--- config.mk ---
export PLATFORM = sky130hd
export DESIGN_NAME = block_serial_subtractor_flat
export DESIGN_NICKNAME = d
export VERILOG_FILES = /design/src/rtl/block_serial_subtractor_if.sv /design/src/rtl/block_serial_subtractor.sv /design/src/flat_wrapper.sv
export SDC_FILE = /design/constraint.sdc
export NUM_CORES = 1
export LEC_CHECK = 0
export ABC_AREA = 1
export BUFFER_PORTS_ARGS = -buffer_cell sky130_fd_sc_hd__buf_4
export CAP_MARGIN = 20
export CORE_ASPECT_RATIO = 1.75
export CORE_UTILIZATION = 55
export CTS_CLUSTER_DIAMETER = 40
export DETAILED_ROUTE_END_ITERATION = 8
export PLACE_DENSITY = 0.79
export SYNTH_ARGS = -nofsm -noshare
export SYNTH_HDL_FRONTEND = slang
export SYNTH_SLANG_ARGS = --single-unit
--- constraint.sdc ---
create_clock -name clk -period 2.6 [get_ports clk]
set_clock_uncertainty 0.15 [all_clocks]
set_input_delay 0.78 -clock clk [delete_from_list [all_inputs] [get_ports clk]]
set_output_delay 0.78 -clock clk [all_outputs]
set_load 0.005 [all_outputs]
--- src/rtl/block_serial_subtractor_if.sv ---
// Handshake and operand/result bundle for block_serial_subtractor.
// Optional OP signal present only when BLOCK_SERIAL_SUBTRACTOR_ADD_MODE_EN is defined.
interface block_serial_subtractor_if #(
    parameter int DATA_WIDTH = 16
);
    logic                  in_valid;
    logic                  in_ready;
    logic [DATA_WIDTH-1:0] A;
    logic [DATA_WIDTH-1:0] B;
    logic                  Bin;
`ifdef BLOCK_SERIAL_SUBTRACTOR_ADD_MODE_EN
    logic                  OP;
`endif
    logic                  out_valid;
    logic                  out_ready;
    logic [DATA_WIDTH-1:0] D;
    logic                  BF;
    logic                  OF;
    logic                  ZF;

    // Producer/consumer side driving operands and accepting results
    modport master (
`ifdef BLOCK_SERIAL_SUBTRACTOR_ADD_MODE_EN
        output OP,
`endif
        output in_valid, A, B, Bin, out_ready,
        input  in_ready, out_valid, D, BF, OF, ZF
    );

    // Arithmetic block side
    modport slave (
`ifdef BLOCK_SERIAL_SUBTRACTOR_ADD_MODE_EN
        input  OP,
`endif
        input  in_valid, A, B, Bin, out_ready,
        output in_ready, out_valid, D, BF, OF, ZF
    );
endinterface

--- src/rtl/block_serial_subtractor.sv ---
// Multi-cycle subtractor: D = A - B - Bin, one BLOCK_SIZE-bit slice per clock
// with a registered borrow between slices, valid/ready on both sides.
// Optional macro BLOCK_SERIAL_SUBTRACTOR_ADD_MODE_EN adds an OP input
// (0 = subtract, 1 = add: D = A + B + Bin).
module block_serial_subtractor #(
    parameter int DATA_WIDTH = 16,
    parameter int BLOCK_SIZE = 4
) (
    input  logic                     clk,
    input  logic                     rst_n,
    block_serial_subtractor_if.slave bus
);

    localparam int STAGES = DATA_WIDTH / BLOCK_SIZE;
    localparam int CNT_W  = (STAGES > 1) ? $clog2(STAGES) : 1;
    localparam logic [CNT_W-1:0] LAST_SLICE = CNT_W'(STAGES - 1);

    if ((BLOCK_SIZE < 1) || (DATA_WIDTH < BLOCK_SIZE) || ((DATA_WIDTH % BLOCK_SIZE) != 0)) begin : g_bad_cfg
        $error("block_serial_subtractor: DATA_WIDTH must be a positive multiple of BLOCK_SIZE");
    end

    typedef enum logic [1:0] {
        IDLE,
        RUN,
        DONE
    } state_t;

    state_t state_q, state_d;

    logic [CNT_W-1:0]      cnt_q;
    logic                  carry_q;
    logic [DATA_WIDTH-1:0] a_q;
    logic [DATA_WIDTH-1:0] b_q;
    logic                  a_msb_q;
    logic                  b_msb_q;
    logic [DATA_WIDTH-1:0] acc_q;
    logic [DATA_WIDTH-1:0] d_q;
    logic                  bf_q;
    logic                  of_q;
    logic                  zf_q;
    logic                  add_mode;

`ifdef BLOCK_SERIAL_SUBTRACTOR_ADD_MODE_EN
    logic                  add_q;
    assign add_mode = add_q;
`else
    assign add_mode = 1'b0;
`endif

    logic                  accept;
    logic                  last_slice;
    logic [BLOCK_SIZE-1:0] a_sl;
    logic [BLOCK_SIZE-1:0] b_sl;
    logic [BLOCK_SIZE-1:0] s_sl;
    logic                  c_sl;
    logic [DATA_WIDTH-1:0] acc_next;
    logic                  d_msb;
    logic                  bf_next;
    logic                  of_next;
    logic                  zf_next;

    assign accept     = bus.in_valid && (state_q == IDLE);
    assign last_slice = (state_q == RUN) && (cnt_q == LAST_SLICE);

    // Slice adder and flag computation for the slice currently at the bottom of the operand shifters
    always_comb begin
        a_sl = a_q[BLOCK_SIZE-1:0];
        b_sl = add_mode ? b_q[BLOCK_SIZE-1:0] : ~b_q[BLOCK_SIZE-1:0];
        {c_sl, s_sl} = {1'b0, a_sl} + {1'b0, b_sl} + {{BLOCK_SIZE{1'b0}}, carry_q};
        // Result slices enter at the top and move down, so after STAGES slices
        // slice 0 sits at the bottom; written as shift/or so STAGES == 1 is legal.
        acc_next = (acc_q >> BLOCK_SIZE) | (DATA_WIDTH'(s_sl) << (DATA_WIDTH - BLOCK_SIZE));
        d_msb    = s_sl[BLOCK_SIZE-1];
        bf_next  = add_mode ? c_sl : ~c_sl;
        if (add_mode) begin
            of_next = (a_msb_q == b_msb_q) && (d_msb != a_msb_q);
        end else begin
            of_next = (a_msb_q != b_msb_q) && (d_msb != a_msb_q);
        end
        zf_next = (acc_next == '0);
    end

    // FSM state register
    always_ff @(posedge clk or negedge rst_n) begin
        if (!rst_n) begin
            state_q <= IDLE;
        end else begin
            state_q <= state_d;
        end
    end

    // FSM next-state: accept in IDLE, STAGES slice cycles in RUN, hold in DONE until consumed
    always_comb begin
        state_d = state_q;
        case (state_q)
            IDLE: begin
                if (accept) begin
                    state_d = RUN;
                end
            end
            RUN: begin
                if (cnt_q == LAST_SLICE) begin
                    state_d = DONE;
                end
            end
            DONE: begin
                if (bus.out_ready) begin
                    state_d = IDLE;
                end
            end
            default: state_d = IDLE;
        endcase
    end

    // Operand capture on accept, slice stepping during RUN, result/flag update on the last slice
    always_ff @(posedge clk or negedge rst_n) begin
        if (!rst_n) begin
            cnt_q   <= '0;
            carry_q <= 1'b0;
            a_q     <= '0;
            b_q     <= '0;
            a_msb_q <= 1'b0;
            b_msb_q <= 1'b0;
            acc_q   <= '0;
            d_q     <= '0;
            bf_q    <= 1'b0;
            of_q    <= 1'b0;
            zf_q    <= 1'b0;
`ifdef BLOCK_SERIAL_SUBTRACTOR_ADD_MODE_EN
            add_q   <= 1'b0;
`endif
        end else begin
            if (accept) begin
                a_q     <= bus.A;
                b_q     <= bus.B;
                a_msb_q <= bus.A[DATA_WIDTH-1];
                b_msb_q <= bus.B[DATA_WIDTH-1];
                cnt_q   <= '0;
`ifdef BLOCK_SERIAL_SUBTRACTOR_ADD_MODE_EN
                add_q   <= bus.OP;
                carry_q <= bus.OP ? bus.Bin : ~bus.Bin;
`else
                carry_q <= ~bus.Bin;
`endif
            end else if (state_q == RUN) begin
                a_q     <= a_q >> BLOCK_SIZE;
                b_q     <= b_q >> BLOCK_SIZE;
                carry_q <= c_sl;
                acc_q   <= acc_next;
                if (last_slice) begin
                    cnt_q <= '0;
                    d_q   <= acc_next;
                    bf_q  <= bf_next;
                    of_q  <= of_next;
                    zf_q  <= zf_next;
                end else begin
                    cnt_q <= cnt_q + CNT_W'(1);
                end
            end
        end
    end

    assign bus.in_ready  = (state_q == IDLE);
    assign bus.out_valid = (state_q == DONE);
    assign bus.D         = d_q;
    assign bus.BF        = bf_q;
    assign bus.OF        = of_q;
    assign bus.ZF        = zf_q;

endmodule
--- src/flat_wrapper.sv ---
// flat-port wrapper written by rule: the top's interface ports become plain ports
module block_serial_subtractor_flat 
#(
    parameter int DATA_WIDTH = 16,
    parameter int BLOCK_SIZE = 4
)
  (clk, rst_n, bus_in_valid, bus_A, bus_B, bus_Bin, bus_out_ready, bus_in_ready, bus_out_valid, bus_D, bus_BF, bus_OF, bus_ZF);
  block_serial_subtractor_if #(.DATA_WIDTH(DATA_WIDTH)) bus_i ();
  input  logic clk;
  input  logic rst_n;
  input wire logic [$bits(bus_i.in_valid)-1:0] bus_in_valid;
  input wire logic [$bits(bus_i.A)-1:0] bus_A;
  input wire logic [$bits(bus_i.B)-1:0] bus_B;
  input wire logic [$bits(bus_i.Bin)-1:0] bus_Bin;
  input wire logic [$bits(bus_i.out_ready)-1:0] bus_out_ready;
  output wire logic [$bits(bus_i.in_ready)-1:0] bus_in_ready;
  output wire logic [$bits(bus_i.out_valid)-1:0] bus_out_valid;
  output wire logic [$bits(bus_i.D)-1:0] bus_D;
  output wire logic [$bits(bus_i.BF)-1:0] bus_BF;
  output wire logic [$bits(bus_i.OF)-1:0] bus_OF;
  output wire logic [$bits(bus_i.ZF)-1:0] bus_ZF;
  assign bus_i.in_valid = bus_in_valid;
  assign bus_i.A = bus_A;
  assign bus_i.B = bus_B;
  assign bus_i.Bin = bus_Bin;
  assign bus_i.out_ready = bus_out_ready;
  assign bus_in_ready = bus_i.in_ready;
  assign bus_out_valid = bus_i.out_valid;
  assign bus_D = bus_i.D;
  assign bus_BF = bus_i.BF;
  assign bus_OF = bus_i.OF;
  assign bus_ZF = bus_i.ZF;
  block_serial_subtractor #(.DATA_WIDTH(DATA_WIDTH), .BLOCK_SIZE(BLOCK_SIZE)) u_core (.clk(clk), .rst_n(rst_n), .bus(bus_i));
endmodule
==> flow_summary_export.csv <==
group,metric,value,unit
run_status,status,"complete, no violations",
global_route,antenna_found_initial,0,
setup_path,ff2ff_setup_slack,520,ps
floorplanning,fp.dieH,102,um
layout,multi_input_area,1130,sq um
logic_synthesis,avgSynthCellArea,9.38,sq um
setup_path,path_max_fanout,3,
drt,ant_nets,0,
timing,min_period,2080,ps
logic_synthesis,syn-cell-area,3150,sq um
min_path,hold_class,"in2async",
logic_synthesis,synth_largest_area_cell,"dfrtp_1",
logic_synthesis,yosysWarnings,0,
setup_path,critPathSlowestCell,"fa_1",
timing,fmax,0.481,GHz
layout,drive_above_1_share,24.2,%
pwr,power_density,1280,nW/um^2
setup_path,worstPathCellList,"fa_1 -> fa_1 -> nand2_1 -> nor2_1 -> nand2_1 -> nor2_1 -> nand2_1 -> nand2_1",
clock_tree,postCtsSetupBuffers,0,
logic_synthesis,synth_area_leaders,"dfrtp_1 56%, nand2_1 12%, nand3_1 5.4%",
logic_synthesis,synthCells,336,
logic_synthesis,ys_top_cells_by_count,"104 x nand2_1, 70 x dfrtp_1, 34 x inv_1, 34 x nand3_1, 16 x o21ai_0",
global_route,grt.overflow.total,0,
logic_synthesis,synth_top_area_share,55.6,%
logic_synthesis,yosysMostFrequentCell,"nand2_1",
clock_tree,cts_resized,0,
global_route,grt_pass1_vias,2251,
pwr,ir_drop,0.576,mV
layout,fin_util,68.6,%
drt,initialDrtViolationCount,92,
setup_path,critPathMaxStageDelay,560,ps
logic_synthesis,synth-async-reset-ratio,100,%
floorplanning,pin_count,58,
clock_tree,insertion_delay,340,ps
drt,num_vias,2404,
timing,rsz0062_at_grt,"false",
logic_synthesis,synth.area.mux_share,0,%
drt,firstDrtPassIters,5,
pwr,total_leakage_power,1.92,nW
logic_synthesis,synth-edff-count,0,
place,portBuffers,57,
layout,fin_nets,434,
layout,antennaDiodeCount,0,
pwr,pwr-share-comb,43.2,%
floorplanning,die_x,59.2,um
timing,final_max_slew_viol_count,0,
logic_synthesis,ys_seq_area_share,55.6,%
logic_synthesis,synth_nets,379,
layout,fill_cells,449,
setup_path,endpoint_kind,"register",
clock_tree,cts_tree,"done",
logic_synthesis,yosys.area_share.adder,2.86,%
setup_path,required,2720,ps
flow_run,cap_violations,0,
setup_path,worstSetupStartpointType,"register",
logic_synthesis,synthXorXnorAreaFrac,0.278,%
setup_path,rr_worst_depth,8,
clock_tree,cts_inserted_buffers,9,
logic_synthesis,synth-simple-area-share,20.6,%
timing,slew_headroom,42.4,%
setup_path,r2r-start,"u_core.b_q[0]",
floorplanning,initial_core_util,56.9,%
clock_tree,cts_max_path_buffers,2,
logic_synthesis,yosys_register_bits,70,
layout,area_growth,20.6,%
timing,setup_viol,0,
global_route,grt_pass1_wl,10200,um
floorplanning,rows,36,
place,dp_hpwl,4400,um
pwr,power.share.clock,19.2,%
floorplanning,dieArea,6050,sq um
logic_synthesis,synth_compound_area_share,12.0,%
pwr,switching_power,1.91,mW
pwr,pwr-share-seq,37.7,%
timing,tightest_slew,862,ps
logic_synthesis,synth_cell_types,29,
drt,wire_per_inst,13.3,um
clock_tree,htree_levels,3,
pwr,p_int,2.96,mW
place,gp_congestion,0.813,
logic_synthesis,synth_top_family_by_area,"simple AND/OR/NAND/NOR gates",
floorplanning,core,5540,sq um
clock_tree,clk_pin_slew,70,ps
setup_path,crit_top_cell,"nand2_1",
clock_tree,cts.sinks,70,
clock_tree,cts_hold_buf,0,
setup_path,r2r-end,"u_core.bus.ZF",
global_route,grt_max_degree,45,
drt,drc,0,
logic_synthesis,synthFlopType,"dfrtp_1",
drt,wirelength,6300,um
timing,final.setup.tns,0,ps
pwr,switching_share,39.2,%
setup_path,crit_type,"reg2reg",
timing,finalHoldViolCount,0,
layout,area.sequential,1750,sq um
clock_tree,cts_root_buffer,"clkbuf_8",
drt,vias_per_cell,5.09,
global_route,globalRouteTotalUtil,23.1,%
timing,post-route-period-util,79.9,%
setup_path,worst-endpoint-arrival,2200,ps
-- cell usage in the layout, fill, tap and decap left out, drive strengths merged --
master and count:
o22ai 1, o21a 1, clkinv 2, bufinv 2, o31ai 1, nor2 8, inv 36, xor2 1
dfrtp 70, buf 61, fa 2, nand3 35, o221ai 6, a21oi 3, clkbuf 12, o211ai 12
ha 4, nand2 106, o21ai 31, or2 1, nand4 1
-- per-stage QoR --
stage                     std cells  instance area (sq um)  total power [mW]  worst slack [ps]  hold WS (ps)
after floorplan                 336                   3150              3.40               664           303
after global placement          456                   3580              3.85               559           314
after detailed placement        456                   3580              3.96               516           318
after CTS                       472                   3800              4.91               500           200
after global routing            472                   3800              5.26               452           212
final                           472                   3800              4.87               523           197
-- power groups by stage --
stage | Combinational, mW | Clock [mW] | Sequential (mW)
after floorplan | 1.60 | 0 | 1.80
after global placement | 2.02 | 0 | 1.83
after detailed placement | 2.11 | 0 | 1.85
after CTS | 2.13 | 0.952 | 1.84
after global routing | 2.39 | 0.990 | 1.88
final | 2.10 | 0.934 | 1.84
-- how the worst max path moves through the flow --
stage | from | to | cells after the start
detailed placement | u_core.b_q[0] | u_core.bus.ZF | 8
global placement | u_core.b_q[0] | u_core.bus.ZF | 8
finish | u_core.b_q[0] | u_core.bus.ZF | 8
CTS | u_core.b_q[0] | u_core.bus.ZF | 8
floorplan | u_core.b_q[0] | u_core.bus.ZF | 8
global route | u_core.b_q[0] | u_core.bus.ZF | 8
-- flip-flops by register name (all words and copies together), names as in the netlist, 2 cells and up --
| name | cells |
|---|---|
| u_core.bus.D | 16 |
| u_core.acc_q | 12 |
| u_core.state_q | 2 |
| u_core.a_q | 16 |
| u_core.b_q | 16 |
| u_core.cnt_q | 2 |
-- critical path, delay by kind of cell, from the launching register on --
family                   cells  cell delay (ps)
adder cells (fa/ha/maj)      2             1030
AND/OR/NAND/NOR              6              420
flip-flops                   1              410
-- final cells by class --
| class | count | area share [%] |
|---|---|---|
| Timing Repair Buffer | 61 | 12.4 |
| Multi-Input combinational cell | 213 | 29.7 |
| Clock inverter | 4 | 1.84 |
| Inverter | 36 | 3.62 |
| Sequential cell | 70 | 46.1 |
| Tap cell | 76 | 2.50 |
| Clock buffer | 12 | 3.82 |
-- metal layers --
layer  vias to the layer above  GRT usage [%]  routed length, um
met2                        61           38.5               3360
met1                      1128           27.3               2570
li1                       1200              -                  -
met5                         -              0                  0
met3                        15           5.32                187
met4                         0           11.7                171
-- kinds of logic after synthesis --
kind of cell | after synthesis
fa+ha+maj | 6
flops | 70
xor+xnor | 1
compound gates | 55
buf+inv | 53
simple gates | 151
No activity file was read; power rests on OpenSTA's default activity.
